### src/rtl/muldiv_pkg.sv
// Shared constants for the HI/LO multiply/divide sequencer: state encodings,
// operation selects and the default operand width.
package muldiv_pkg;

    localparam int unsigned DEFAULT_WIDTH = 32;

    localparam logic OP_MULT = 1'b0;
    localparam logic OP_DIV  = 1'b1;

    typedef enum logic [2:0] {
        ST_IDLE = 3'd0,
        ST_PREP = 3'd1,
        ST_RUN  = 3'd2,
        ST_FIX  = 3'd3,
        ST_DONE = 3'd4
    } state_e;

endpackage

### src/rtl/udiv_step.sv
// One combinational restoring-divide iteration on unsigned magnitudes:
// shift {rem, quot} left by one, trial-subtract the divisor, keep it if it fits.
module udiv_step #(
    parameter int unsigned WIDTH = 32
) (
    input  logic [WIDTH-1:0] rem_i,
    input  logic [WIDTH-1:0] quot_i,
    input  logic [WIDTH-1:0] divisor_i,
    output logic [WIDTH-1:0] rem_c_o,
    output logic [WIDTH-1:0] quot_c_o
);

    logic [WIDTH:0] shifted_c;
    logic [WIDTH:0] divisor_ext_c;
    logic           fits_c;

    assign shifted_c     = {rem_i, quot_i[WIDTH-1]};
    assign divisor_ext_c = {1'b0, divisor_i};
    assign fits_c        = (shifted_c >= divisor_ext_c);

    // rem < divisor before the shift, so the kept value always fits in WIDTH bits
    assign rem_c_o  = fits_c ? WIDTH'(shifted_c - divisor_ext_c) : shifted_c[WIDTH-1:0];
    assign quot_c_o = {quot_i[WIDTH-2:0], fits_c};

endmodule

### src/rtl/muldiv_seq.sv
// Multi-cycle signed multiply/divide sequencer feeding the HI/LO registers.
// Shift-add multiply or restoring divide on magnitudes, then sign correction.
module muldiv_seq
    import muldiv_pkg::*;
#(
    parameter int unsigned WIDTH = DEFAULT_WIDTH
) (
    input  logic             clk_i,
    input  logic             reset_i,
    input  logic             start_i,
    input  logic             op_i,
    input  logic [WIDTH-1:0] a_i,
    input  logic [WIDTH-1:0] b_i,
    output logic             busy_o,
    output logic             done_o,
    output logic             div_zero_o,
    output logic             hilo_w_o,
    output logic [WIDTH-1:0] hi_o,
    output logic [WIDTH-1:0] lo_o
);

    localparam int unsigned CNT_W  = $clog2(WIDTH);
    localparam int unsigned PROD_W = 2 * WIDTH;

    state_e             state_q, state_d;
    logic               op_q, op_d;
    logic [WIDTH-1:0]   a_q, a_d;
    logic [WIDTH-1:0]   b_q, b_d;
    logic               neg_res_q, neg_res_d;
    logic               neg_dvd_q, neg_dvd_d;
    logic [WIDTH-1:0]   acc_q, acc_d;
    logic [WIDTH-1:0]   low_q, low_d;
    logic [WIDTH-1:0]   opnd_q, opnd_d;
    logic [CNT_W-1:0]   cnt_q, cnt_d;
    logic [WIDTH-1:0]   hi_q, hi_d;
    logic [WIDTH-1:0]   lo_q, lo_d;
    logic               busy_q, busy_d;
    logic               done_q, done_d;
    logic               div_zero_q, div_zero_d;
    logic               hilo_w_q, hilo_w_d;

    logic [WIDTH-1:0]   mag_a_c;
    logic [WIDTH-1:0]   mag_b_c;
    logic [WIDTH:0]     mul_sum_c;
    logic [WIDTH-1:0]   div_rem_c;
    logic [WIDTH-1:0]   div_quot_c;
    logic [PROD_W-1:0]  prod_c;
    logic [PROD_W-1:0]  prod_neg_c;

    // Magnitudes; the most negative value maps onto its unsigned bit pattern
    assign mag_a_c = a_q[WIDTH-1] ? WIDTH'(-a_q) : a_q;
    assign mag_b_c = b_q[WIDTH-1] ? WIDTH'(-b_q) : b_q;

    assign mul_sum_c  = {1'b0, acc_q} + (low_q[0] ? {1'b0, opnd_q} : {(WIDTH + 1){1'b0}});
    assign prod_c     = {acc_q, low_q};
    assign prod_neg_c = PROD_W'(-prod_c);

    udiv_step #(
        .WIDTH     (WIDTH)
    ) u_step (
        .rem_i     (acc_q),
        .quot_i    (low_q),
        .divisor_i (opnd_q),
        .rem_c_o   (div_rem_c),
        .quot_c_o  (div_quot_c)
    );

    // State and datapath registers
    always_ff @(posedge clk_i) begin
        if (reset_i) begin
            state_q    <= ST_IDLE;
            op_q       <= 1'b0;
            a_q        <= '0;
            b_q        <= '0;
            neg_res_q  <= 1'b0;
            neg_dvd_q  <= 1'b0;
            acc_q      <= '0;
            low_q      <= '0;
            opnd_q     <= '0;
            cnt_q      <= '0;
            hi_q       <= '0;
            lo_q       <= '0;
            busy_q     <= 1'b0;
            done_q     <= 1'b0;
            div_zero_q <= 1'b0;
            hilo_w_q   <= 1'b0;
        end else begin
            state_q    <= state_d;
            op_q       <= op_d;
            a_q        <= a_d;
            b_q        <= b_d;
            neg_res_q  <= neg_res_d;
            neg_dvd_q  <= neg_dvd_d;
            acc_q      <= acc_d;
            low_q      <= low_d;
            opnd_q     <= opnd_d;
            cnt_q      <= cnt_d;
            hi_q       <= hi_d;
            lo_q       <= lo_d;
            busy_q     <= busy_d;
            done_q     <= done_d;
            div_zero_q <= div_zero_d;
            hilo_w_q   <= hilo_w_d;
        end
    end

    // Next-state, datapath and output strobes
    always_comb begin
        state_d    = state_q;
        op_d       = op_q;
        a_d        = a_q;
        b_d        = b_q;
        neg_res_d  = neg_res_q;
        neg_dvd_d  = neg_dvd_q;
        acc_d      = acc_q;
        low_d      = low_q;
        opnd_d     = opnd_q;
        cnt_d      = cnt_q;
        hi_d       = hi_q;
        lo_d       = lo_q;
        div_zero_d = 1'b0;
        hilo_w_d   = 1'b0;

        unique case (state_q)
            ST_IDLE: begin
                if (start_i) begin
                    op_d      = op_i;
                    a_d       = a_i;
                    b_d       = b_i;
                    neg_res_d = a_i[WIDTH-1] ^ b_i[WIDTH-1];
                    neg_dvd_d = a_i[WIDTH-1];
                    state_d   = ST_PREP;
                end
            end
            ST_PREP: begin
                // Multiply is commutative, so both ops load |a| into the low half
                acc_d  = '0;
                low_d  = mag_a_c;
                opnd_d = mag_b_c;
                cnt_d  = CNT_W'(WIDTH - 1);
                if ((op_q == OP_DIV) && (b_q == '0)) begin
                    div_zero_d = 1'b1;
                    state_d    = ST_DONE;
                end else begin
                    state_d = ST_RUN;
                end
            end
            ST_RUN: begin
                if (op_q == OP_MULT) begin
                    acc_d = mul_sum_c[WIDTH:1];
                    low_d = {mul_sum_c[0], low_q[WIDTH-1:1]};
                end else begin
                    acc_d = div_rem_c;
                    low_d = div_quot_c;
                end
                if (cnt_q == '0) begin
                    state_d = ST_FIX;
                end else begin
                    cnt_d = cnt_q - CNT_W'(1);
                end
            end
            ST_FIX: begin
                if (op_q == OP_MULT) begin
                    {hi_d, lo_d} = neg_res_q ? prod_neg_c : prod_c;
                end else begin
                    // Truncating division: remainder follows the dividend's sign
                    lo_d = neg_res_q ? WIDTH'(-low_q) : low_q;
                    hi_d = neg_dvd_q ? WIDTH'(-acc_q) : acc_q;
                end
                hilo_w_d = 1'b1;
                state_d  = ST_DONE;
            end
            ST_DONE: begin
                state_d = ST_IDLE;
            end
            default: begin
                state_d = ST_IDLE;
            end
        endcase

        busy_d = (state_d != ST_IDLE);
        done_d = (state_d == ST_DONE);
    end

    assign busy_o     = busy_q;
    assign done_o     = done_q;
    assign div_zero_o = div_zero_q;
    assign hilo_w_o   = hilo_w_q;
    assign hi_o       = hi_q;
    assign lo_o       = lo_q;

endmodule

### config.mk
export PLATFORM = sky130hd
export DESIGN_NAME = muldiv_seq
export DESIGN_NICKNAME = d
export VERILOG_FILES = /design/src/rtl/muldiv_pkg.sv /design/src/rtl/udiv_step.sv /design/src/rtl/muldiv_seq.sv
export SDC_FILE = /design/constraint.sdc
export NUM_CORES = 1
export LEC_CHECK = 0
export ABC_AREA = 0
export BUFFER_PORTS_ARGS = -buffer_cell sky130_fd_sc_hd__buf_2
export CORE_MARGIN = 2
export CORE_UTILIZATION = 55
export CTS_CLUSTER_DIAMETER = 120
export DETAILED_ROUTE_END_ITERATION = 7
export PLACE_DENSITY = 0.71
export SETUP_SLACK_MARGIN = 0.02
export SYNTH_ARGS = -nofsm -noshare
export SYNTH_HDL_FRONTEND = slang
export SYNTH_SLANG_ARGS = --single-unit
### constraint.sdc
create_clock -name clk_i -period 4.1 [get_ports clk_i]
set_clock_uncertainty 0.1 [all_clocks]
set_input_delay 0.82 -clock clk_i [delete_from_list [all_inputs] [get_ports clk_i]]
set_output_delay 0.82 -clock clk_i [all_outputs]
set_load 0.005 [all_outputs]
Word level (Yosys, flattened, before mapping)
Index checks and enable logic that the tools add are counted.

Bitwise gates (word level): 2. Reductions and logical operators: 9. Add/sub/neg operators: 8. Mux-type cells: 21. Equality and inequality tests: 5. $lt $le $gt $ge: 1.

Operators by type and width (count): two-way mux 32 bit (10); negator 32 bit (4); one-hot mux 32 bit (2 select lines) (2); two-way mux 64 bit (1); negator 64 bit (1); adder 32 x 32 -> 33 bit (1); >= comparator 33 x 32 -> 1 bit (1); logical NOT 32 bit (1); subtractor 32 bit (1); one-hot mux 3 bit (4 select lines) (1); one-hot mux 5 bit (2 select lines) (1); two-way mux 3 bit (3); == test 3 x 2 -> 1 bit, second input constant (2); logical NOT 5 bit (1); two-way mux 5 bit (1); subtractor 5 x 1 -> 5 bit, second input constant (1); AND reduction 2 bit (2); == test 3 x 1 -> 1 bit, second input constant (1); == test 3 bit, second input constant (1); logical NOT 3 bit (1); nonzero test 3 bit (1); two-way mux 1 bit (2); != test 2 bit, second input constant (1); nonzero test 2 bit (1); 4 further kinds (4).

Word-level logic and storage cells: 62. Input port bits: 68. Register bits: 239. Output and inout port bits: 68.

Longest topological paths before layout
Gate-level depths: netlist (run 1).

Word-level depth: 5. Mapped depth: 14. Mapped depth without buffers: 13.

Modules after synthesis
From an unflattened synthesis (run 1), not the netlist that was laid out.

Cells, all modules: 2140. Area total of the unflattened synthesis: 16545.9 um^2.

By module, submodules not included: muldiv_seq (cells each 1785, area an instance 13974.7 um^2, seq. area each 4764.6 um^2, instances 1); udiv_step (cells each 355, area an instance 2571.2 um^2, seq. area each 0.0 um^2, instances 1).

Worst setup path after synthesis (run 1)
No wires, ideal clock.

Path type: register -> register. From: register acc_q[7]. To: register acc_q[9]. Path buffers: 2. Arrival: 3163 ps. Stages on the path, launching flop included: 12. Slack: 715 ps. Data required time: 3878 ps. Library setup time: 122 ps. Clock period less this slack: 3385 ps. Cell sequence: dfxtp_1 ha_1 clkbuf_1 a21oi_1 o21ai_0 or4_1 a41oi_2 o2111ai_1 a31oi_2 buf_2 o21ai_0 a221o_1.

Word-level cells in the longest chain between the ends: 4. Elaborated cells on any way between the ends: 6. Classes of those cells: add/sub: 2; order compare: 1; mux: 3.

RTL lines: from (decl) (RTL line muldiv_seq.sv:31) `logic [WIDTH-1:0] acc_q, acc_d;`; from (signal assigned) (RTL line muldiv_seq.sv:77) `acc_q <= '0;`; from (signal assigned) (RTL line muldiv_seq.sv:94) `acc_q <= acc_d;`; subtractor 32 bit / >= comparator 33 x 32 -> 1 bit (equally long branches) (RTL line udiv_step.sv:22, udiv_step.sv:19); two-way mux 32 bit (RTL line udiv_step.sv:22) `assign rem_c_o = fits_c ? WIDTH'(shifted_c - divisor_ext_c) : shifted_c[WIDTH-1:0];`; two-way mux 32 bit * (RTL line muldiv_seq.sv:149) `if (op_q == OP_MULT) begin`; one-hot mux 32 bit (2 select lines) * (RTL line muldiv_seq.sv:124) `unique case (state_q)`.

Mark *: on every way between the ends. The rest lies on a longest branch, timed or not. A chain may end at the register's enable or synchronous reset.

Worst setup path after layout (run 1)
From: register opnd_q[8]. To: register acc_q[24].

Word-level cells in the longest chain between the ends: 4. Elaborated cells on any way between the ends: 7. Classes of those cells: add/sub: 2; order compare: 1; mux: 4.

RTL lines: from (decl) (RTL line muldiv_seq.sv:33) `logic [WIDTH-1:0] opnd_q, opnd_d;`; from (signal assigned) (RTL line muldiv_seq.sv:96) `opnd_q <= opnd_d;`; two-way mux 32 bit, or another cell as far along (RTL line muldiv_seq.sv:54) `assign mul_sum_c = {1'b0, acc_q} + (low_q[0] ? {1'b0, opnd_q} : {(WIDTH + 1){1'b0}});`; adder 32 x 32 -> 33 bit / two-way mux 32 bit (equally long branches) (RTL line muldiv_seq.sv:54, udiv_step.sv:22); two-way mux 32 bit * (RTL line muldiv_seq.sv:149); one-hot mux 32 bit (2 select lines) * (RTL line muldiv_seq.sv:124).

Marks and branches as above.

==> results of run 1 <==
==> routing by layer <==
metal | vias up | part of all wire (%)
li1 | 7745 | -
met1 | 7345 | 46
met2 | 636 | 44
met3 | 97 | 7.5
met4 | 0 | 2.8
met5 | - | 0
==> power groups by stage <==
| stage | Combinational [W] | Sequential, W | Clock, W |
|---|---|---|---|
| 2_1_floorplan | 0.00161 | 0.00265 | 0 |
| 3_3_place_gp | 0.00216 | 0.00273 | 0 |
| 3_5_place_dp | 0.00217 | 0.00274 | 0 |
| 4_1_cts | 0.00218 | 0.00269 | 0.00250 |
| 5_1_grt | 0.00243 | 0.00272 | 0.00260 |
| 6_report | 0.00222 | 0.00270 | 0.00247 |
==> worst max-delay path: stages, from the launching register on <==
cell	delay, ns
dfxtp_1	0.33
inv_1	0.05
ha_1	0.38
a21oi_1	0.25
o21ai_0	0.16
or4_1	0.58
a41oi_2	0.31
o2111ai_1	0.42
a31o_2	0.59
nand3_1	0.16
nand2_1	0.05
or3_1	0.35
==> state kept, by name (all words and copies together) (netlist names), 3 cells and up <==
signal,flops
a_q,32
acc_q,32
b_q,32
cnt_q,5
hi_o,32
lo_o,32
low_q,32
opnd_q,32
state_q,3
==> cell usage in the layout, fill, tap and decap left out, types with 6 or more instances in the layout <==
master / count
a211oi_1: 123
a21o_1: 22
a21oi_1: 202
a221o_1: 6
a221oi_1: 7
a22oi_1: 9
a311oi_1: 6
a31oi_1: 27
and2_1: 9
and3_1: 10
buf_2: 134
buf_4: 57
clkbuf_16: 27
clkbuf_8: 6
dfxtp_1: 237
ha_1: 69
inv_1: 69
mux2i_1: 38
nand2_1: 287
nand2b_1: 22
nand3_1: 33
nand4_1: 11
nor2_1: 220
nor2b_1: 12
nor3_1: 46
nor4_1: 18
o211ai_1: 10
o21a_1: 11
o21ai_0: 102
o21bai_1: 8
o31ai_1: 25
o41ai_1: 16
or3_1: 35
or4_1: 15
xnor2_1: 56
xor2_1: 104
==> area by class of cell <==
class	count	area share [%]
clock buffer	35	4.281
clock inverter	15	0.8324
inverter	69	1.448
multi-input combinational	1660	57.57
sequential	238	26.64
tap	384	2.686
timing repair buffer	195	6.540
==> cell families (layout without fill, tap and decap cells) <==
| logic type | after synthesis | after routing | share of synthesized area (%) |
|---|---|---|---|
| mux | 39 | 39 | 2.467 |
| buf+inv | 209 | 314 | 5.353 |
| fa+ha+maj | 71 | 71 | 5.692 |
| flops | 238 | 238 | 30.02 |
| compound gates | 626 | 626 | 25.44 |
| simple gates | 764 | 764 | 22.20 |
| xor+xnor | 160 | 160 | 8.829 |
==> stage by stage <==
step / instances / util (%) / hold WS (ns) / setup slack, ns / total power (W)
detailed placement: 2546 / 59.45 / 0.3445 / 0.3439 / 0.004912
global route: 2596 / 62.66 / 0.3674 / 0.06413 / 0.007758
floorplan: 2107 / - / 0.3319 / 0.7152 / 0.004260
global placement: 2546 / 59.45 / 0.3360 / 0.3796 / 0.004896
CTS: 2596 / 62.66 / 0.3512 / 0.3189 / 0.007374
finish: 2596 / 62.66 / 0.3480 / 0.2534 / 0.007391
==> how the worst max path moves through the flow <==
| stage | to | cells after the start | start |
|---|---|---|---|
| 6_report | acc_q[24] | 11 | opnd_q[8] |
| 5_1_grt | acc_q[19] | 12 | opnd_q[8] |
| 4_1_cts | acc_q[24] | 11 | opnd_q[8] |
| 3_5_place_dp | acc_q[24] | 11 | opnd_q[8] |
| 3_3_place_gp | acc_q[24] | 11 | opnd_q[8] |
| 2_1_floorplan | acc_q[9] | 11 | acc_q[7] |
==> impl_results.md, run 1 <==
- Status: finished clean
- PwrDens: 413.2 mW/mm2
- Port Buffers: 135
- Post-CTS Hold Buffers: 0
- Worst Path Required: 4.43 ns
- Register bit total from synthesis: 238
- Synthesized Nets: 2246
- Post-Syn Area: 0.01587 mm2
- Die height: 173.9 um
- Hold Crit Endpoint: hi_o[18]
- HPWL Detailed: 37.53 mm
- Via count: 15820
- Clock transition at path regs: 0.07 ns
- RSZ-0062 raised after global routing: false
- Initial drt markers: 1634
- Inserted Diodes: 0
- Routing usage on met3: 4.101%
- Final period util: 93.82%
- Fin. max-slew vios: 0
- Clk Latency, worst-skew pair: 0.55 ns
- Routed Wire Length: 50.06 mm
- Cell area after layout: 0.01789 mm2
- Most frequent cells after synthesis: nand2_1 (288), dfxtp_1 (238), nor2_1 (223), a21oi_1 (202), a211oi_1 (123)
- Cells after Synth: 2107
- Cell Int Power: 0.004744 W
- Critical path class: flop to flop
- Final Setup Violations: 0
- Average cell area after synthesis: 7.533 um2
- Die Wd: 173.9 um
- Yosys warns: 0
- Clk sink count: 238
- Largest net degree at the start of global routing: 74
- Share of layout cells above drive strength 1: 12.30%
- Seq/Total Area, Yosys: 30.02%
- DRC: 0
- Top-Level Pins: 136
- Post-route setup TNS: 0 ns
- Combinational cell fraction of total power: 30.0%
- Relative slew slack: 38.26%
- Synth unique cells: 78
- First-pass DRT Iterations: 6
- Storage element area: 0.004766 mm2
- CP Launch Type: flop
- CP endpoint kind: flop
- Sequential power share: 36.5%
- Yosys top cell by area: dfxtp_1
- Drt wl/cell: 19.28 um
- Crit Reg-Reg Startpoint: opnd_q[8]
- Bufs on Longest Clock Path: 3
- H-tree depth: 1
- Die ar.: 0.03023 mm2
- Setup repair bufs after CTS: 0
- Clock power share: 33.4%
- Max cap viols: 0
- Nets: 2330
- Reg2Reg Capture Point: acc_q[24]
- Worst hold path class: flop to flop
- GRT busiest layer: met2
- Worst R2R Path Depth: 11
- Post-route minimum period: 3.847 ns
- Antenna violations before repair: 0
- Number of fill cells: 2677
- Vias in the first global route: 14450
- Final hold vios: 0
- CTS root buffer: clkbuf_16
- Share of the synthesized area in the top cell type: 30.02%
- CP Data Arrival Time: 4.18 ns
- Worst-Margin Slew: 0.9239 ns
- Footprint of the multi-input gates: 0.01030 mm2
- Number of CTS-inserted buffers: 27
- Hold Path Stages: 2
- Post-synth ARST share: 0%
- M1 GR Usage: 46.05%
- Ys flop type: dfxtp_1
- Number of enable flip-flop cells after synthesis: 0
- First-pass GRT wire length: 78.90 mm
- Max VDD drop: 0.3929 mV
- FF-to-FF setup slack: 0.25 ns
- CTS tree: built
- Via density: 6.095
- Post-CTS sizing: 0
- Area after DPL: 0.01697 mm2
- Hold path startpoint: hi_o[18]
- Switching component of the power: 0.002647 W
- GRT Total Usage: 32.01%
- Pleak: 7.130 nW
- Met2 Use GR: 49.97%
- Most frequent cell after synthesis: nand2_1
- GRT overflow: 0
- Initial Util: 55.60%
- Gp weighted congestion: 0.9684
- Sw Ratio: 35.81%
- Worst-path fanout max: 16
- Synth-to-Final Area Change: 12.70%
- Final antenna-violating net count: 0
- Rows: 62
- FMAX: 0.2600 GHz
- Synth top area cells: dfxtp_1 (30%), nand2_1 (6.8%), a21oi_1 (6.4%)
- Core area: 0.02855 mm2
(Power assumes the default switching activity.)
==> run 2: changes to the inputs <==
--- a/config.mk
+++ b/config.mk
@@ -7,11 +7,13 @@
 export LEC_CHECK = 0
 export ABC_AREA = 0
 export BUFFER_PORTS_ARGS = -buffer_cell sky130_fd_sc_hd__buf_2
+export CELL_PAD_IN_SITES_DETAIL_PLACEMENT = 0
+export CELL_PAD_IN_SITES_GLOBAL_PLACEMENT = 1
 export CORE_MARGIN = 2
-export CORE_UTILIZATION = 55
+export CORE_UTILIZATION = 45
 export CTS_CLUSTER_DIAMETER = 120
 export DETAILED_ROUTE_END_ITERATION = 7
-export PLACE_DENSITY = 0.71
+export PLACE_DENSITY = 0.78
 export SETUP_SLACK_MARGIN = 0.02
 export SYNTH_ARGS = -nofsm -noshare
 export SYNTH_HDL_FRONTEND = slang
==> impl_results.md, run 2 (same netlist as run 1, synthesis figures left out) <==
- Synth-to-Final Area Change: 13.35% (was 12.70%)
- Final hold vios: 0 (unchanged)
- Relative slew slack: 33.01% (was 38.26%)
- Core area: 0.03463 mm2 (was 0.02855 mm2)
- Worst-Margin Slew: 1.003 ns (was 0.9239 ns)
- Drt wl/cell: 19.31 um (was 19.28 um)
- Worst-path fanout max: 16 (unchanged)
- Area after DPL: 0.01705 mm2 (was 0.01697 mm2)
- Most frequent cells in the layout: nand2_1 (287), dfxtp_1 (237), nor2_1 (220), a21oi_1 (202), buf_2 (134) (unchanged)
- Worst hold slack: 0.3468 ns (was 0.3480 ns)
- Worst hold path class: flop to flop (unchanged)
- Worst Path Required: 4.45 ns (was 4.43 ns)
- Largest net degree at the start of global routing: 192 (was 74)
- PwrDens: 410.2 mW/mm2 (was 413.2 mW/mm2)
- CP endpoint kind: flop (unchanged)
- CP Data Arrival Time: 4.23 ns (was 4.18 ns)
- Final non-filler cell total: 2666 (was 2596)
- Initial drt markers: 1073 (was 1634)
- Initial Util: 45.83% (was 55.60%)
- Commonest non-fill, non-tap cell in the layout: nand2_1 (unchanged)
- Clk sink count: 238 (unchanged)
- CTS root buffer: clkbuf_16 (unchanged)
- Top-Level Pins: 136 (unchanged)
- GRT Total Usage: 27.57% (was 32.01%)
- Nets: 2328 (was 2330)
- RSZ-0062 raised after global routing: false (unchanged)
- FMAX: 0.2580 GHz (was 0.2600 GHz)
- Clock transition at path regs: 0.06 ns (was 0.07 ns)
- Final antenna-violating net count: 0 (unchanged)
- Post-CTS Hold Buffers: 0 (unchanged)
- Status: finished clean (unchanged)
- Cell area after layout: 0.01799 mm2 (was 0.01789 mm2)
- Bufs on Longest Clock Path: 3 (unchanged)
- Max cap viols: 0 (unchanged)
- CP Launch Type: flop (unchanged)
- Inserted Diodes: 0 (unchanged)
- Rows: 68 (was 62)
- Vias in the first global route: 14520 (was 14450)
- CTS tree: built (unchanged)
- H-tree depth: 1 (unchanged)
- Gp weighted congestion: 0.9304 (was 0.9684)
- Antenna violations before repair: 0 (unchanged)
- Post-route setup TNS: 0 ns (unchanged)
- Final period util: 94.55% (was 93.82%)
- Via density: 5.853 (was 6.095)
- Final Setup Violations: 0 (unchanged)
- First-pass DRT Iterations: 5 (was 6)
- Share of layout cells above drive strength 1: 12.12% (was 12.30%)
- Max VDD drop: 0.3320 mV (was 0.3929 mV)
- Die ar.: 0.03679 mm2 (was 0.03023 mm2)
- Die height: 191.8 um (was 173.9 um)
- Fin. max-slew vios: 0 (unchanged)
- Die Wd: 191.8 um (was 173.9 um)
- First-pass GRT wire length: 80.76 mm (was 78.90 mm)
- DRC: 0 (unchanged)
- GRT overflow: 0 (unchanged)
- Via count: 15610 (was 15820)
- Setup repair bufs after CTS: 0 (unchanged)
- Post-route minimum period: 3.876 ns (was 3.847 ns)
- Port Buffers: 135 (unchanged)
- Clk Latency, worst-skew pair: 0.58 ns (was 0.55 ns)
- Critical path class: flop to flop (unchanged)
- Placed Cells: 2614 (was 2546)
- Routed Wire Length: 51.48 mm (was 50.06 mm)
- HPWL Detailed: 38.80 mm (was 37.53 mm)
- Pleak: 7.123 nW (was 7.130 nW)
- Number of CTS-inserted buffers: 28 (was 27)
-- run 2: cell types whose count changed in the layout (fill, tap and decap cells not counted), sizes merged --
cell | previous run | this run
clkbuf | 35 | 41
bufinv | 2 | 1
clkinv | 7 | 5
buf | 195 | 192
inv | 70 | 69
-- run 2: metrics by stage --
step                setup WS, ns  total power (W)  util, %
floorplan                 0.7152         0.004260        -
global placement          0.3210         0.004891    49.24
detailed placement        0.2748         0.004909    49.24
CTS                       0.2502         0.007406    51.92
global route             0.03009         0.007793    51.95
finish                    0.2235         0.007379    51.95
-- run 2: worst paths after layout --
check	start	endpoint	slack [ns]	cells past startpoint
max	opnd_q[8]	acc_q[24]	0.22	11
min	hi_o[12]	hi_o[12]	0.35	2
max reg2reg	opnd_q[8]	acc_q[24]	0.22	11
min reg2reg	hi_o[12]	hi_o[12]	0.35	2
-- run 2: area by class of cell --
cell class	instances	area [um2]
tap	455	569.3
clock buffer	41	809.5
clock inverter	11	118.9
sequential	238	4766
fill	3475	16640
multi-input combinational	1660	10300
timing repair buffer	192	1160
inverter	69	262.8
-- run 2: power by group --
group | total, W | switching [W] | leakage [nW] | internal (W)
Clock | 0.00249 | 0.00105 | 0.443 | 0.00144
Sequential | 0.00270 | 0.000219 | 1.94 | 0.00248
Combinational | 0.00220 | 0.00138 | 4.74 | 0.000811
-- run 2: repair_timing --
action                                  in CTS  in global routing
endpoints found under the setup margin       0                  1
hold endpoints to repair                     0                  0
gates resized for setup                      0                  2
-- run 2: critical path, stage by stage (launching register included) --
cell and delay (ns):
dfxtp_1 0.32, inv_1 0.06, ha_1 0.36, a21oi_1 0.24
o21ai_0 0.17, or4_1 0.57, a41oi_2 0.37, o2111ai_1 0.41
a31o_2 0.58, nand3_1 0.16, nand2_1 0.05, or3_1 0.36
-- run 2: metal layers --
metal | global-route usage, % | part of all wire, % | wire length (um) | vias to the layer above
li1 | - | - | - | 7746
met1 | 39.43 | 48 | 24510 | 7254
met2 | 42.63 | 44 | 22420 | 520
met3 | 4.312 | 6.2 | 3176 | 85
met4 | 7.929 | 2.7 | 1375 | 0
met5 | 0 | 0 | 0 | -
==> run 3: changes to the inputs <==
--- a/config.mk
+++ b/config.mk
@@ -5,15 +5,15 @@
 export SDC_FILE = /design/constraint.sdc
 export NUM_CORES = 1
 export LEC_CHECK = 0
-export ABC_AREA = 0
+export ABC_AREA = 1
 export BUFFER_PORTS_ARGS = -buffer_cell sky130_fd_sc_hd__buf_2
-export CELL_PAD_IN_SITES_DETAIL_PLACEMENT = 0
+export CELL_PAD_IN_SITES_DETAIL_PLACEMENT = 1
 export CELL_PAD_IN_SITES_GLOBAL_PLACEMENT = 1
 export CORE_MARGIN = 2
-export CORE_UTILIZATION = 45
+export CORE_UTILIZATION = 43
 export CTS_CLUSTER_DIAMETER = 120
 export DETAILED_ROUTE_END_ITERATION = 7
-export PLACE_DENSITY = 0.78
+export PLACE_DENSITY = 0.79
 export SETUP_SLACK_MARGIN = 0.02
 export SYNTH_ARGS = -nofsm -noshare
 export SYNTH_HDL_FRONTEND = slang
==> impl_results.md, run 3 <==
- Worst-Margin Slew: 0.9338 ns (was 1.003 ns)
- Number of enable flip-flop cells after synthesis: 0 (unchanged)
- Status: finished clean (unchanged)
- Area after DPL: 0.02003 mm2 (was 0.01705 mm2)
- Routed Wire Length: 81.16 mm (was 51.48 mm)
- CP Data Arrival Time: 3.71 ns (was 4.23 ns)
- Antenna violations before repair: 0 (unchanged)
- Synth top area cells: dfxtp_1 (25%), nand2_1 (16%), inv_1 (9.1%) (was dfxtp_1 (30%), nand2_1 (6.8%), a21oi_1 (6.4%))
- Commonest non-fill, non-tap cell in the layout: nand2_1 (unchanged)
- Vias in the first global route: 21620 (was 14520)
- Max cap viols: 0 (unchanged)
- Via count: 22250 (was 15610)
- Share of the synthesized area in the top cell type: 25.25% (was 30.02%)
- Synth-to-Final Area Change: 11.52% (was 13.35%)
- First-pass DRT Iterations: 6 (was 5)
- Clk sink count: 238 (unchanged)
- Core area: 0.04317 mm2 (was 0.03463 mm2)
- Worst hold path class: input pin to flop (was flop to flop)
- Placed Cells: 3846 (was 2614)
- Nets: 3431 (was 2328)
- FMAX: 0.3043 GHz (was 0.2580 GHz)
- Post-synthesis compound-gate area fraction: 19.35% (was 25.44%)
- Clock transition at path regs: 0.06 ns (about the same)
- DRC: 0 (unchanged)
- Average cell area after synthesis: 5.840 um2 (was 7.533 um2)
- Inserted Diodes: 0 (unchanged)
- Synth unique cells: 53 (was 78)
- Die ar.: 0.04558 mm2 (was 0.03679 mm2)
- Adder-cell share of the synthesized area: 4.787% (was 5.692%)
- Most frequent cells in the layout: nand2_1 (819), inv_1 (456), nor2_1 (395), o21ai_0 (278), a21oi_1 (249) (was nand2_1 (287), dfxtp_1 (237), nor2_1 (220), a21oi_1 (202), buf_2 (134))
- Largest family of logic cells by synthesized area: simple AND/OR/NAND/NOR gates (was compound AO/OA/AOI/OAI gates)
- Worst Path Required: 4.52 ns (was 4.45 ns)
- Cells after Synth: 3231 (was 2107)
- GRT Total Usage: 35.07% (was 27.57%)
- Number of fill cells: 6150 (was 3475)
- Post-Synth XOR/XNOR Area: 2.692% (was 8.829%)
- Final hold vios: 0 (unchanged)
- Pleak: 10.61 nW (was 7.123 nW)
- Gp weighted congestion: 0.9740 (was 0.9304)
- Most frequent cells after synthesis: nand2_1 (819), inv_1 (458), nor2_1 (397), o21ai_0 (278), a21oi_1 (249) (was nand2_1 (288), dfxtp_1 (238), nor2_1 (223), a21oi_1 (202), a211oi_1 (123))
- Post-route minimum period: 3.287 ns (was 3.876 ns)
- H-tree depth: 1 (unchanged)
- Simple-gate share of the synthesized area: 35.63% (was 22.20%)
- Port Buffers: 135 (unchanged)
- Seq/Total Area, Yosys: 25.25% (was 30.02%)
- Clk Latency, worst-skew pair: 0.60 ns (was 0.58 ns)
- Post-Syn Area: 0.01887 mm2 (was 0.01587 mm2)
- Cell area after layout: 0.02104 mm2 (was 0.01799 mm2)
- CTS root buffer: clkbuf_16 (unchanged)
- Rows: 76 (was 68)
- Hold Crit Endpoint: b_q[13] (was hi_o[12])
- Final design utilization: 48.75% (was 51.95%)
- FF-to-FF setup slack: 0.81 ns (was 0.22 ns)
- Hold path startpoint: b_i[13] (was hi_o[12])
- HPWL Detailed: 62.68 mm (was 38.80 mm)
- First-pass GRT wire length: 123.9 mm (was 80.76 mm)
- Via density: 5.705 (was 5.853)
- Final non-filler cell total: 3900 (was 2666)
- Initial Util: 43.71% (was 45.83%)
- Most frequent cell after synthesis: nand2_1 (unchanged)
- Hold Path Stages: 3 (was 2)
- RSZ-0062 raised after global routing: false (unchanged)
- Final antenna-violating net count: 0 (unchanged)
- Max VDD drop: 0.3688 mV (was 0.3320 mV)
- Final Setup Violations: 0 (unchanged)
- Post-CTS Hold Buffers: 0 (unchanged)
- Number of CTS-inserted buffers: 29 (was 28)
- GRT overflow: 0 (unchanged)
- Reg2Reg Capture Point: acc_q[8] (was acc_q[24])
- CP endpoint kind: flop (unchanged)
- Worst hold slack: 0.3478 ns (was 0.3468 ns)
- Bufs on Longest Clock Path: 3 (unchanged)
- Final period util: 80.16% (was 94.55%)
- Drt wl/cell: 20.81 um (was 19.31 um)
- Fin. max-slew vios: 0 (unchanged)
- Synthesized Nets: 3370 (was 2246)
- CP Launch Type: flop (unchanged)
- CTS tree: built (unchanged)
- Worst R2R Path Depth: 14 (was 11)
- Yosys warns: 0 (unchanged)
- Top-Level Pins: 136 (unchanged)
- Ys flop type: dfxtp_1 (unchanged)
- Post-route setup TNS: 0 ns (unchanged)
- Register bit total from synthesis: 238 (unchanged)
- Yosys top cell by area: dfxtp_1 (unchanged)
- Mux share of post-synthesis cell area: 0% (was 2.467%)
- Post-CTS sizing: 0 (unchanged)
- Share of layout cells above drive strength 1: 8.205% (was 12.12%)
- Setup repair bufs after CTS: 0 (unchanged)
- Post-synth ARST share: 0% (unchanged)
- PwrDens: 433.7 mW/mm2 (was 410.2 mW/mm2)
- Die Wd: 213.5 um (was 191.8 um)
- Critical path class: flop to flop (unchanged)
- Relative slew slack: 37.74% (was 33.01%)
- Initial drt markers: 2093 (was 1073)
- Worst-path fanout max: 34 (was 16)
- Largest net degree at the start of global routing: 121 (was 192)
- Die height: 213.5 um (was 191.8 um)
- Crit Reg-Reg Startpoint: low_q[0] (was opnd_q[8])
[run 3: worst max-delay path by stage]
stage,from,to,slack [ns]
2_1_floorplan,low_q[0],acc_q[21],1.49
3_3_place_gp,acc_q[26],acc_q[0],1.02
3_5_place_dp,low_q[0],acc_q[8],0.89
4_1_cts,low_q[0],acc_q[8],0.87
5_1_grt,low_q[0],acc_q[8],0.68
6_report,low_q[0],acc_q[8],0.81
[run 3: cell families after synthesis]
family,Yosys count
adder cells (fa/ha/maj),71
AO/OA/AOI/OAI,663
flip-flops,238
AND/OR/NAND/NOR,1597
XOR/XNOR,58
buffers and inverters,604
[run 3: area by class of cell]
class	instances	area, um2	area share, %
well taps	585	732.0	3.478
flip-flops and latches	238	4768	22.66
clock inverters	11	173.9	0.8264
inverters	467	1757	8.348
multi-input cells	2389	11810	56.12
repair buffers	167	965.9	4.590
clock buffers	43	838.3	3.984
[run 3: power by group]
part,internal [W],switching (W),leakage [nW]
combinational,0.000995,0.00251,8.16
sequential,0.00252,0.000308,1.95
clock,0.00167,0.00112,0.500
total,0.00519,0.00394,10.6
[run 3: worst max-delay path, cell delays in order, from the launching register on]
cell and delay [ns]:
dfxtp_1 0.34, buf_4 0.39, nand2_1 0.10, inv_1 0.07, ha_1 0.22, nand2_1 0.11
nand3_1 0.24, nand2_1 0.09, nand2_1 0.09, inv_1 0.07, o21ai_0 0.64, nor2_1 0.08
o21ai_0 0.36, nand3_1 0.14, a21oi_1 0.17
[run 3: per-layer routing]
metal  global-route usage, %  up-vias  wire [um]
li1                        -    10590          -
met5                       0        -          0
met4                   10.11        0       2196
met1                   50.57    10720      37390
met3                   4.994      111       6352
met2                   54.21      831      35220
[run 3: per-stage QoR]
stage               worst slack (ns)  total power (W)
floorplan                      1.488         0.005129
global placement               1.017         0.006148
detailed placement            0.8909         0.006254
CTS                           0.8749         0.009062
global route                  0.6784         0.009640
finish                        0.8133         0.009127
